==> src/rtl/sys_id_mbank.sv <==
// sys_id_mbank: system-ID register block with NUM_BANKS multi-cycle read-only ROM banks.
// Optional macro SYSID_UPTIME_EN adds a 64-bit uptime counter at offsets 0x04/0x05.

module sys_id_mbank #(
    parameter int ROM_WIDTH     = 32,
    parameter int ROM_ADDR_BITS = 6,
    parameter int NUM_BANKS     = 2,
    parameter int ROM_LATENCY   = 1,
    parameter int ADDRESS_WIDTH = 14
) (
    input  logic                           up_clk,
    input  logic                           up_rstn,
    input  logic                           up_wreq,
    input  logic [ADDRESS_WIDTH-1:0]       up_waddr,
    input  logic [31:0]                    up_wdata,
    output logic                           up_wack,
    input  logic                           up_rreq,
    input  logic [ADDRESS_WIDTH-1:0]       up_raddr,
    output logic [31:0]                    up_rdata,
    output logic                           up_rack,
    output logic [ROM_ADDR_BITS-1:0]       rom_addr,
    output logic [NUM_BANKS-1:0]           rom_rd,
    input  logic [NUM_BANKS*ROM_WIDTH-1:0] rom_data
);

    localparam logic [31:0] VERSION_WORD  = 32'h00020000;
    localparam logic [31:0] MAGIC_WORD    = 32'h53594944;
    localparam logic [31:0] UNMAPPED_WORD = 32'hDEADDEAD;
    localparam logic [31:0] CONFIG_WORD   = {8'd0, 8'(NUM_BANKS), 8'(ROM_ADDR_BITS), 8'(ROM_LATENCY)};
    localparam logic [2:0]  BANK_COUNT    = 3'(NUM_BANKS);
    localparam logic [2:0]  WAIT_LOAD     = 3'(ROM_LATENCY);
    localparam logic [31:0] OFF_SCRATCH   = 32'd2;
    localparam logic [31:0] OFF_RD_ERR    = 32'd6;

    typedef enum logic [1:0] {
        ST_IDLE = 2'd0,
        ST_WAIT = 2'd1,
        ST_ACK  = 2'd2
    } rd_state_t;

    rd_state_t                state_r, state_nxt_s;
    logic [2:0]               cnt_r, cnt_nxt_s;
    logic                     rack_r, rack_nxt_s;
    logic [31:0]              rdata_r, rdata_nxt_s;
    logic [NUM_BANKS-1:0]     rom_rd_r, rom_rd_nxt_s;
    logic [ROM_ADDR_BITS-1:0] rom_addr_r, rom_addr_nxt_s;
    logic [2:0]               sel_bank_r, sel_bank_nxt_s;
    logic                     wack_r;
    logic [31:0]              scratch_r;
    logic [15:0]              rd_err_r;

    logic [2:0]               rbank_s, wbank_s, rom_bank_s;
    logic [31:0]              roff_s, woff_s;
    logic                     rd_reg_s, rd_rom_s, rd_accept_s, rd_err_inc_s;
    logic                     wr_scratch_s, wr_clr_s;
    logic [NUM_BANKS-1:0]     rom_sel_s;
    logic [ROM_WIDTH-1:0]     rom_word_s;
    logic [31:0]              rom_ext_s;
    logic [31:0]              reg_rdata_s;
    logic                     unused_addr_bits_s;

    assign up_wack  = wack_r;
    assign up_rack  = rack_r;
    assign up_rdata = rdata_r;
    assign rom_addr = rom_addr_r;
    assign rom_rd   = rom_rd_r;

    // Bits above the bank field do not take part in decoding.
    assign unused_addr_bits_s = ^{up_raddr[ADDRESS_WIDTH-1:ROM_ADDR_BITS+3],
                                  up_waddr[ADDRESS_WIDTH-1:ROM_ADDR_BITS+3]};

    // Address decode for both buses and request classification
    always_comb begin
        rbank_s      = up_raddr[ROM_ADDR_BITS+2:ROM_ADDR_BITS];
        wbank_s      = up_waddr[ROM_ADDR_BITS+2:ROM_ADDR_BITS];
        roff_s       = {{(32-ROM_ADDR_BITS){1'b0}}, up_raddr[ROM_ADDR_BITS-1:0]};
        woff_s       = {{(32-ROM_ADDR_BITS){1'b0}}, up_waddr[ROM_ADDR_BITS-1:0]};
        rd_reg_s     = (rbank_s == 3'd0);
        rd_rom_s     = (rbank_s != 3'd0) && (rbank_s <= BANK_COUNT);
        rom_bank_s   = rbank_s - 3'd1;
        for (int b = 0; b < NUM_BANKS; b++) begin
            rom_sel_s[b] = (rom_bank_s == 3'(b));
        end
        rd_accept_s  = up_rreq && (state_r == ST_IDLE);
        // Requests while a ROM read is in flight are dropped and counted.
        rd_err_inc_s = up_rreq && ((state_r != ST_IDLE) || (!rd_reg_s && !rd_rom_s));
        wr_scratch_s = up_wreq && (wbank_s == 3'd0) && (woff_s == OFF_SCRATCH);
        wr_clr_s     = up_wreq && (wbank_s == 3'd0) && (woff_s == OFF_RD_ERR);
    end

    // ROM word of the bank captured at request time, zero-extended
    always_comb begin
        rom_word_s = rom_data[int'(sel_bank_r)*ROM_WIDTH +: ROM_WIDTH];
        rom_ext_s  = 32'(rom_word_s);
    end

`ifdef SYSID_UPTIME_EN
    logic [63:0] uptime_r;
    logic [31:0] uptime_hi_r;

    // Free-running cycle counter
    always_ff @(posedge up_clk) begin
        if (!up_rstn) begin
            uptime_r <= 64'd0;
        end else begin
            uptime_r <= uptime_r + 64'd1;
        end
    end

    // High word is frozen when the low word is read, giving a coherent snapshot
    always_ff @(posedge up_clk) begin
        if (!up_rstn) begin
            uptime_hi_r <= 32'd0;
        end else if (rd_accept_s && rd_reg_s && (roff_s == 32'd4)) begin
            uptime_hi_r <= uptime_r[63:32];
        end else begin
            uptime_hi_r <= uptime_hi_r;
        end
    end
`endif

    // Register-space read mux
    always_comb begin
        reg_rdata_s = 32'd0;
        case (roff_s)
            32'd0:   reg_rdata_s = VERSION_WORD;
            32'd1:   reg_rdata_s = CONFIG_WORD;
            32'd2:   reg_rdata_s = scratch_r;
            32'd3:   reg_rdata_s = MAGIC_WORD;
`ifdef SYSID_UPTIME_EN
            32'd4:   reg_rdata_s = uptime_r[31:0];
            32'd5:   reg_rdata_s = uptime_hi_r;
`endif
            32'd6:   reg_rdata_s = {16'd0, rd_err_r};
            default: reg_rdata_s = 32'd0;
        endcase
    end

    // Read FSM next-state and next registered outputs
    always_comb begin
        state_nxt_s    = state_r;
        cnt_nxt_s      = cnt_r;
        rack_nxt_s     = 1'b0;
        rdata_nxt_s    = 32'd0;
        rom_rd_nxt_s   = '0;
        rom_addr_nxt_s = rom_addr_r;
        sel_bank_nxt_s = sel_bank_r;
        case (state_r)
            ST_IDLE: begin
                if (up_rreq && rd_reg_s) begin
                    rack_nxt_s  = 1'b1;
                    rdata_nxt_s = reg_rdata_s;
                end else if (up_rreq && rd_rom_s) begin
                    rom_rd_nxt_s   = rom_sel_s;
                    rom_addr_nxt_s = up_raddr[ROM_ADDR_BITS-1:0];
                    sel_bank_nxt_s = rom_bank_s;
                    cnt_nxt_s      = WAIT_LOAD;
                    state_nxt_s    = ST_WAIT;
                end else if (up_rreq) begin
                    rack_nxt_s  = 1'b1;
                    rdata_nxt_s = UNMAPPED_WORD;
                end else begin
                    state_nxt_s = ST_IDLE;
                end
            end
            ST_WAIT: begin
                if (cnt_r == 3'd0) begin
                    rack_nxt_s  = 1'b1;
                    rdata_nxt_s = rom_ext_s;
                    state_nxt_s = ST_ACK;
                end else begin
                    cnt_nxt_s = cnt_r - 3'd1;
                end
            end
            ST_ACK:  state_nxt_s = ST_IDLE;
            default: state_nxt_s = ST_IDLE;
        endcase
    end

    // Read FSM state and registered read-side outputs
    always_ff @(posedge up_clk) begin
        if (!up_rstn) begin
            state_r    <= ST_IDLE;
            cnt_r      <= 3'd0;
            rack_r     <= 1'b0;
            rdata_r    <= 32'd0;
            rom_rd_r   <= '0;
            rom_addr_r <= '0;
            sel_bank_r <= 3'd0;
        end else begin
            state_r    <= state_nxt_s;
            cnt_r      <= cnt_nxt_s;
            rack_r     <= rack_nxt_s;
            rdata_r    <= rdata_nxt_s;
            rom_rd_r   <= rom_rd_nxt_s;
            rom_addr_r <= rom_addr_nxt_s;
            sel_bank_r <= sel_bank_nxt_s;
        end
    end

    // Write acknowledge and scratch register
    always_ff @(posedge up_clk) begin
        if (!up_rstn) begin
            wack_r    <= 1'b0;
            scratch_r <= 32'd0;
        end else begin
            wack_r    <= up_wreq;
            scratch_r <= wr_scratch_s ? up_wdata : scratch_r;
        end
    end

    // Saturating read-error counter; a clear beats a same-cycle increment
    always_ff @(posedge up_clk) begin
        if (!up_rstn) begin
            rd_err_r <= 16'd0;
        end else if (wr_clr_s) begin
            rd_err_r <= 16'd0;
        end else if (rd_err_inc_s && (rd_err_r != 16'hFFFF)) begin
            rd_err_r <= rd_err_r + 16'd1;
        end else begin
            rd_err_r <= rd_err_r;
        end
    end

endmodule

==> config.mk <==
export PLATFORM = sky130hd
export DESIGN_NAME = sys_id_mbank
export DESIGN_NICKNAME = d
export VERILOG_FILES = /design/src/rtl/sys_id_mbank.sv
export SDC_FILE = /design/constraint.sdc
export NUM_CORES = 1
export LEC_CHECK = 0
export BUFFER_PORTS_ARGS = -buffer_cell sky130_fd_sc_hd__buf_4
export CAP_MARGIN = 25
export CORE_ASPECT_RATIO = 0.9
export CORE_MARGIN = 2
export CORE_UTILIZATION = 30
export CTS_CLUSTER_SIZE = 40
export DETAILED_ROUTE_END_ITERATION = 8
export REMOVE_ABC_BUFFERS = 1
export SETUP_SLACK_MARGIN = 0.02
export SYNTH_ARGS = -nofsm -noshare
export SYNTH_HDL_FRONTEND = slang
export SYNTH_SLANG_ARGS = --single-unit
==> constraint.sdc <==
create_clock -name up_clk -period 2.55 [get_ports up_clk]
set_clock_uncertainty 0.2 [all_clocks]
set_input_delay 0.1275 -clock up_clk [delete_from_list [all_inputs] [get_ports up_clk]]
set_output_delay 0.1275 -clock up_clk [all_outputs]
set_load 0.02 [all_outputs]
-- Yosys cells after proc, flatten, opt, wreduce, memory -nomap -nowiden
Index checks and enable logic that the tools add are counted.
- multiply operators: 0
- shift-type cells: 1
- div/mod/pow operators: 0
- bitwise operators: 4
- add/subtract/negate cells: 3
- reductions and logical operators: 26
- equal/unequal tests: 14
- order comparisons: 1
- multiplexer cells: 20
- operators with widths (kind ; number):
    $pmux 32 s5 ; 1
    $mux 32 ; 4
    $pmux 32 s2 ; 1
    $shiftx 64x9->32 ; 1
    $logic_not 32->1 ; 1
    $eq 6x2->1 const B ; 3
    $add 16x1->16 const B ; 1
    $ne 16x16->1 const B ; 1
    $eq 6x3->1 const B ; 2
    $logic_not 3->1 ; 4
    $logic_and 1x1->1 ; 9
    $mux 3 ; 3
    $mux 2 ; 4
    $eq 6x1->1 const B ; 1
    $ne 2x2->1 const B ; 3
    $pmux 3 s2 ; 1
    $reduce_and 3->1 ; 2
    $sub 3x1->3 const B ; 2
    $mux 1 ; 4
    $not 1->1 ; 4
    $pmux 2 s2 ; 1
    $reduce_and 4->1 ; 1
    $reduce_bool 2->1 ; 2
    $reduce_or 4->1 ; 1
    other kinds (11) ; 12
- output and inout port bits: 42
- memories: 0
- bits in registers: 98
- bits in read-only memories: 0
- latch bits: 0
- memory bits (writable): 0

-- Longest topological paths before layout
- depth in word-level cells: 7
- gate-level depth with buffers: 8
- mapped depth without buffers: 6

-- Worst setup path before layout
Ideal clock, no wire load.
- path type: input -> register
- from: input port up_raddr[6]
- to: register rd_err_r[11]
- stages on the path: 6
- setup time: 0.070 ns
- slack: 0.567 ns
- arrival time: 1.712 ns
- cells stage by stage: inv_1 > ha_1 > or3b_4 > a2111o_1 > or4_1 > a21oi_1
- longest elaborated chain between the ends: 7
- elaborated cells on any way between the ends: 10
- RTL lines (item ; line ; RTL):
    start: declaration ; 18 ; input logic [ADDRESS_WIDTH-1:0] up_raddr,
    $le 3x2->1 or $reduce_bool 3->1 (tied branches) ; 79 ; rd_rom_s = (rbank_s != 3'd0) && (rbank_s <= BANK_COUNT);
    $logic_and 1x1->1 ; 79 ;
    $logic_not 1->1 ; 86 ; rd_err_inc_s = up_rreq && ((state_r != ST_IDLE) || (!rd_reg_s && !rd_rom_s));
    $logic_and 1x1->1 * ; 86 ;
    $logic_or 1x1->1 * ; 86 ;
    $logic_and 1x1->1 * ; 86 ;
    $logic_and 1x1->1 * ; 218 ; end else if (rd_err_inc_s && (rd_err_r != 16'hFFFF)) begin
    end signal: assignment ; 219 ; rd_err_r <= rd_err_r + 16'd1;
    end signal: assignment ; 221 ; rd_err_r <= rd_err_r;
    end: declaration ; 50 ; logic [15:0] rd_err_r;
Every way passes the cells marked *; elsewhere a longest branch is shown, timed or not.
A chain may end at the register's enable or synchronous reset.

-- Worst setup path in the final report
- from: register sel_bank_r[0]
- to: register rdata_r[30], in the netlist up_rdata[30]
- longest elaborated chain between the ends: 3
- RTL lines (item ; line ; RTL):
    start: declaration ; 47 ; logic [2:0] sel_bank_r, sel_bank_nxt_s;
    start signal: assignment ; 197 ; sel_bank_r <= sel_bank_nxt_s;
    $shiftx 64x9->32 ; 93 ; rom_word_s = rom_data[int'(sel_bank_r)*ROM_WIDTH +: ROM_WIDTH];
    $mux 32 ; 167 ; if (cnt_r == 3'd0) begin
    $pmux 32 s2 ; 148 ; case (state_r)
    end signal: assignment ; 194 ; rdata_r <= rdata_nxt_s;
    end: declaration ; 44 ; logic [31:0] rdata_r, rdata_nxt_s;
No other way between the ends.

==> impl_summary.md <==
Status
The flow ran to the end, and the final reports show no timing, DRC or antenna violations.

Synth
The xor and xnor fraction of the mapped netlist area is less than 1%. The multiplexer share of the synthesized area is around 11%. The number of different library cells used by synthesis comes to 55. In this run, synthesis inferred 0 flip-flops with an integrated enable. The fraction of registers with async set/reset is 0%. The post-synthesis share of cell area spent on full adders, half adders and majority gates is under 10%. In the synthesized netlist, the number of instances is ~550. Sequential elements use 41.4% of the synthesized area. The combined area of all synthesized cells is ~4700 um^2. The basic-gate share of the synthesized area counting and, or, nand and nor cells is 22.3%. Synthesis inferred just under 100 register bits. The most common flop cell mapped by yosys is sky130_fd_sc_hd__dfxtp_1. The synthesized netlist devotes between 10% and 20% of its cell area to compound gates.

In this run the mean area of a mapped cell was 8.58 um^2. After synthesis, the largest family of logic cells by area is simple AND/OR/NAND/NOR gates. For this run, the number of Yosys warnings is 0.

Timing
The max-slew violation count is 0. Setup violations remaining at the end of the flow were counted as 0. The headroom to the max-slew limit is 36.6%.

After layout, the minimum clock period comes to around 2.3 ns. The worst path uses 88.4% of the clock period. At the pin with the least slew margin, the transition time is about 0.95 ns. The number of hold violations in the final report is 0. The minimum hold slack is 0.00461 ns. Setup repair after global routing left no endpoint under its margin. After routing, the total negative slack on setup checks comes to 0 ns. The achievable frequency is roughly 0.44 GHz.

Setup path
The worst register-to-register path begins at sel_bank_r[0]. The worst register-to-register path has a depth of 5. The data required time of the worst path is ~2.6 ns.

The worst setup path is captured at a flip-flop. The delay of the slowest critical-path stage is slightly above 0.6 ns. The critical path goes through buf_4, mux2_2, dlygate4sd3_1, nand2_1, a21oi_1.

Together, buffers and inverters on the worst path number 2. The master of the slowest instance on the critical path is sky130_fd_sc_hd__dfxtp_2. Of all nets on the critical path, the largest fanout is 16. The setup check on the worst reg-to-reg path leaves a slack of 0.30 ns.

The type of origin of the critical path is a flip-flop. The family of cells with the greatest summed delay on the critical path is buffers and inverters. The endpoint identified for the worst register-to-register timing path is up_rdata[30]. The data arrival time at the worst-slack endpoint is between 2 and 2.5 ns. The class of the most critical setup path is flip-flop to flip-flop.

Final layout
The synthesis-to-finish area growth is 51.7%. The finished layout holds slightly below 1k standard cells, fillers aside. The total inserted antenna cells is 0.

The total area of multi-input combinational cells is 2560 um^2. Across the whole layout, storage elements account for 1960 um^2. The library cell used most frequently in the layout, excluding fill and tap cells, is sky130_fd_sc_hd__buf_4.

In the layout the commonest cells are sky130_fd_sc_hd__buf_4 (176), sky130_fd_sc_hd__dfxtp_1 (97), sky130_fd_sc_hd__nand2_1 (92), sky130_fd_sc_hd__dlygate4sd3_1 (73), sky130_fd_sc_hd__a21oi_1 (61). In the final design database the tool counted approximately 910 nets. Of the cells placed in the final design, the portion with a size suffix greater than 1 is a little under 30%. The number of fillers in the final layout is approximately 1.5k.

Drt
In this run the remaining antenna-violating nets after routing total 0. The total iterations of the first detailed-routing run is 4. The DRC marker count from the first detailed-route iteration is around 240. Summing over every cut layer, the via total after detailed routing is approximately 5.0k.

In the routed design, unresolved DRC markers number 0. Dividing the detail-routed via count by the number of cells gives between 5 and 6. In the detailed route, the total length drawn on met3 is 970 um. The detailed-route wire length on metal 1 is 7.31 mm.

Dividing the detail-routed wire length by the instance count gives ~16 um. Summed over all nets, wire length on met2 after detailed routing comes to roughly 7.4 mm. The top metal layer carrying routed signals is met4. The total length of routed wires is ~16 mm.

Clock network
The clock passes through at most 2 buffers. The number of H-tree levels is 3. The clock slew seen by the registers of the worst setup and hold paths is 0.07 ns. In this run, post-CTS hold repair placed 73 buffers. The CTS tree is yes. Clock tree synthesis selected as its root buffer the cell sky130_fd_sc_hd__clkbuf_16. The count of clock tree sinks is about 100. The later pin in the worst-skew pair is clocked with a latency of ~0.34 ns.

The post-CTS setup buffer count is 0. After clock tree synthesis, the repair step resized 0 gates. Clock tree synthesis inserted a total of 9 buffers.

Floorplan
The count of pins on the block boundary is 170. The overall die width is approximately 140 um. The floorplan step defined a core boundary enclosing 15400 um^2.

Once the floorplan was initialized, standard cells occupied 30.7% of the core. The chip height is around 120 um. The die covers 16800 um^2.

The row count is 43.

Global route
The global-route wire length before repair is ~24 mm. Entering global routing, the biggest net connects 48 pins. The initial antenna violation count is 0. The final global-route overflow total is 0.

The via count of the first global-routing pass was just under 5k. The total global routing track utilization is between 10% and 20%.

Placed design
Routability-driven placement finished with a final weighted congestion of about 0.85. The count of buffers inserted at the top-level ports is 159. Counting tap cells, the placed design contains a total of ~900 instances.

The final HPWL from detailed placement is between 10 and 15 mm.

Pwr
Summed over all cells, the static leakage comes to 2.82 nW. Across the VDD grid, the largest voltage drop is ~340 uV. Summing internal, switching and leakage power gives between 3 and 4 mW.

The areal power density over the cells is between 400 and 500 nW/um^2.

Hold path
The worst hold path begins at rom_data[18]. Counting instances, the worst hold path has a depth of 4. The worst hold path belongs to the class primary input to flip-flop. The worst hold path terminates at up_rdata[18].

Run
The max-capacitance violation count is 0.
-- report_power, final --
group	internal, mW	switching, mW	total [mW]
logic	0.341	0.265	0.606
registers	1.57	0.0258	1.60
clock network	0.787	0.596	1.38
total	2.70	0.887	3.59
-- cell usage after synthesis (5+ instances only) --
| master | count | area [um^2] |
|---|---|---|
| sky130_fd_sc_hd__and3_1 | 10 | 62.6 |
| sky130_fd_sc_hd__o221ai_1 | 10 | 87.6 |
| sky130_fd_sc_hd__o21ai_0 | 6 | 30.0 |
| sky130_fd_sc_hd__nand2b_1 | 6 | 37.5 |
| sky130_fd_sc_hd__buf_1 | 6 | 22.5 |
| sky130_fd_sc_hd__o22a_1 | 6 | 52.6 |
| sky130_fd_sc_hd__o31ai_1 | 9 | 67.6 |
| sky130_fd_sc_hd__nor2_1 | 24 | 90.1 |
| sky130_fd_sc_hd__o22ai_1 | 8 | 50.1 |
| sky130_fd_sc_hd__nor3_1 | 9 | 45.0 |
| sky130_fd_sc_hd__mux2_2 | 16 | 180 |
| sky130_fd_sc_hd__ha_1 | 7 | 87.6 |
| sky130_fd_sc_hd__a21oi_1 | 61 | 305 |
| sky130_fd_sc_hd__or4_1 | 11 | 82.6 |
| sky130_fd_sc_hd__buf_2 | 8 | 40.0 |
| sky130_fd_sc_hd__dfxtp_1 | 98 | 1960 |
| sky130_fd_sc_hd__a221oi_1 | 8 | 70.1 |
| sky130_fd_sc_hd__nand2_1 | 92 | 345 |
| sky130_fd_sc_hd__mux2i_1 | 34 | 340 |
| sky130_fd_sc_hd__nor4_1 | 5 | 31.3 |
| sky130_fd_sc_hd__inv_1 | 13 | 48.8 |
| sky130_fd_sc_hd__a31oi_1 | 7 | 43.8 |
| sky130_fd_sc_hd__clkbuf_1 | 24 | 90.1 |
| sky130_fd_sc_hd__or3_1 | 5 | 31.3 |
| sky130_fd_sc_hd__nand3_1 | 10 | 50.1 |
| sky130_fd_sc_hd__nand4_1 | 6 | 37.5 |
-- metrics by stage --
| step | setup slack, ns | cell area (um^2) | util [%] |
|---|---|---|---|
| 2_1_floorplan | 0.408 | 4570 | - |
| 6_report | 0.295 | 7180 | 46.5 |
| 4_1_cts | 0.339 | 7180 | 46.5 |
| 3_3_place_gp | 0.294 | 6150 | 39.8 |
| 5_1_grt | 0.181 | 7180 | 46.5 |
| 3_5_place_dp | 0.209 | 6150 | 39.8 |
-- worst min-delay path, cell delays in order --
cell and delay (ns):
sky130_fd_sc_hd__buf_4 0.08, sky130_fd_sc_hd__mux2i_1 0.06, sky130_fd_sc_hd__o22a_1 0.17, sky130_fd_sc_hd__nor2_1 0.08
-- metal layers --
| metal | global-route usage (%) | vias to the layer above |
|---|---|---|
| li1 | - | 2448 |
| met1 | 24.5 | 2339 |
| met2 | 31.3 | 191 |
| met3 | 3.85 | 16 |
| met4 | 3.78 | 0 |
| met5 | 0 | - |
-- registers in the layout, summed over array words and instances (netlist names) --
register and flops:
up_rdata 32, cnt_r 3, sel_bank_r 3, rom_rd 2, rom_addr 6, up_rack 1, rd_err_r 16, state_r 2
up_wack 1, scratch_r 32
-- cells by family (layout without fill, tap and decap cells) --
| family | count (synthesis) | count (layout) |
|---|---|---|
| compound gates | 136 | 136 |
| xor+xnor | 1 | 1 |
| fa+ha+maj | 7 | 7 |
| buf+inv | 53 | 278 |
| flops | 98 | 98 |
| mux | 50 | 50 |
| simple gates | 207 | 207 |
-- layout make-up --
class / instances / area share, %
Tap cell: 202 / 3.52
Multi-Input combinational cell: 401 / 35.7
Inverter: 13 / 0.679
Clock buffer: 10 / 3.33
Clock inverter: 6 / 0.923
Timing Repair Buffer: 249 / 28.6
Sequential cell: 98 / 27.3
-- worst max-delay path by stage --
stage,depth (start not counted),slack [ns],start,to
after floorplan,4,0.41,rd_err_r[7],rd_err_r[7]
after global placement,7,0.29,up_raddr[6],rd_err_r[12]
after detailed placement,7,0.21,up_raddr[6],rd_err_r[3]
after CTS,6,0.34,up_raddr[3],up_rdata[15]
after global routing,7,0.18,up_raddr[8],up_rdata[20]
final,5,0.30,sel_bank_r[0],up_rdata[30]
No activity file was read; power rests on OpenSTA's default activity.
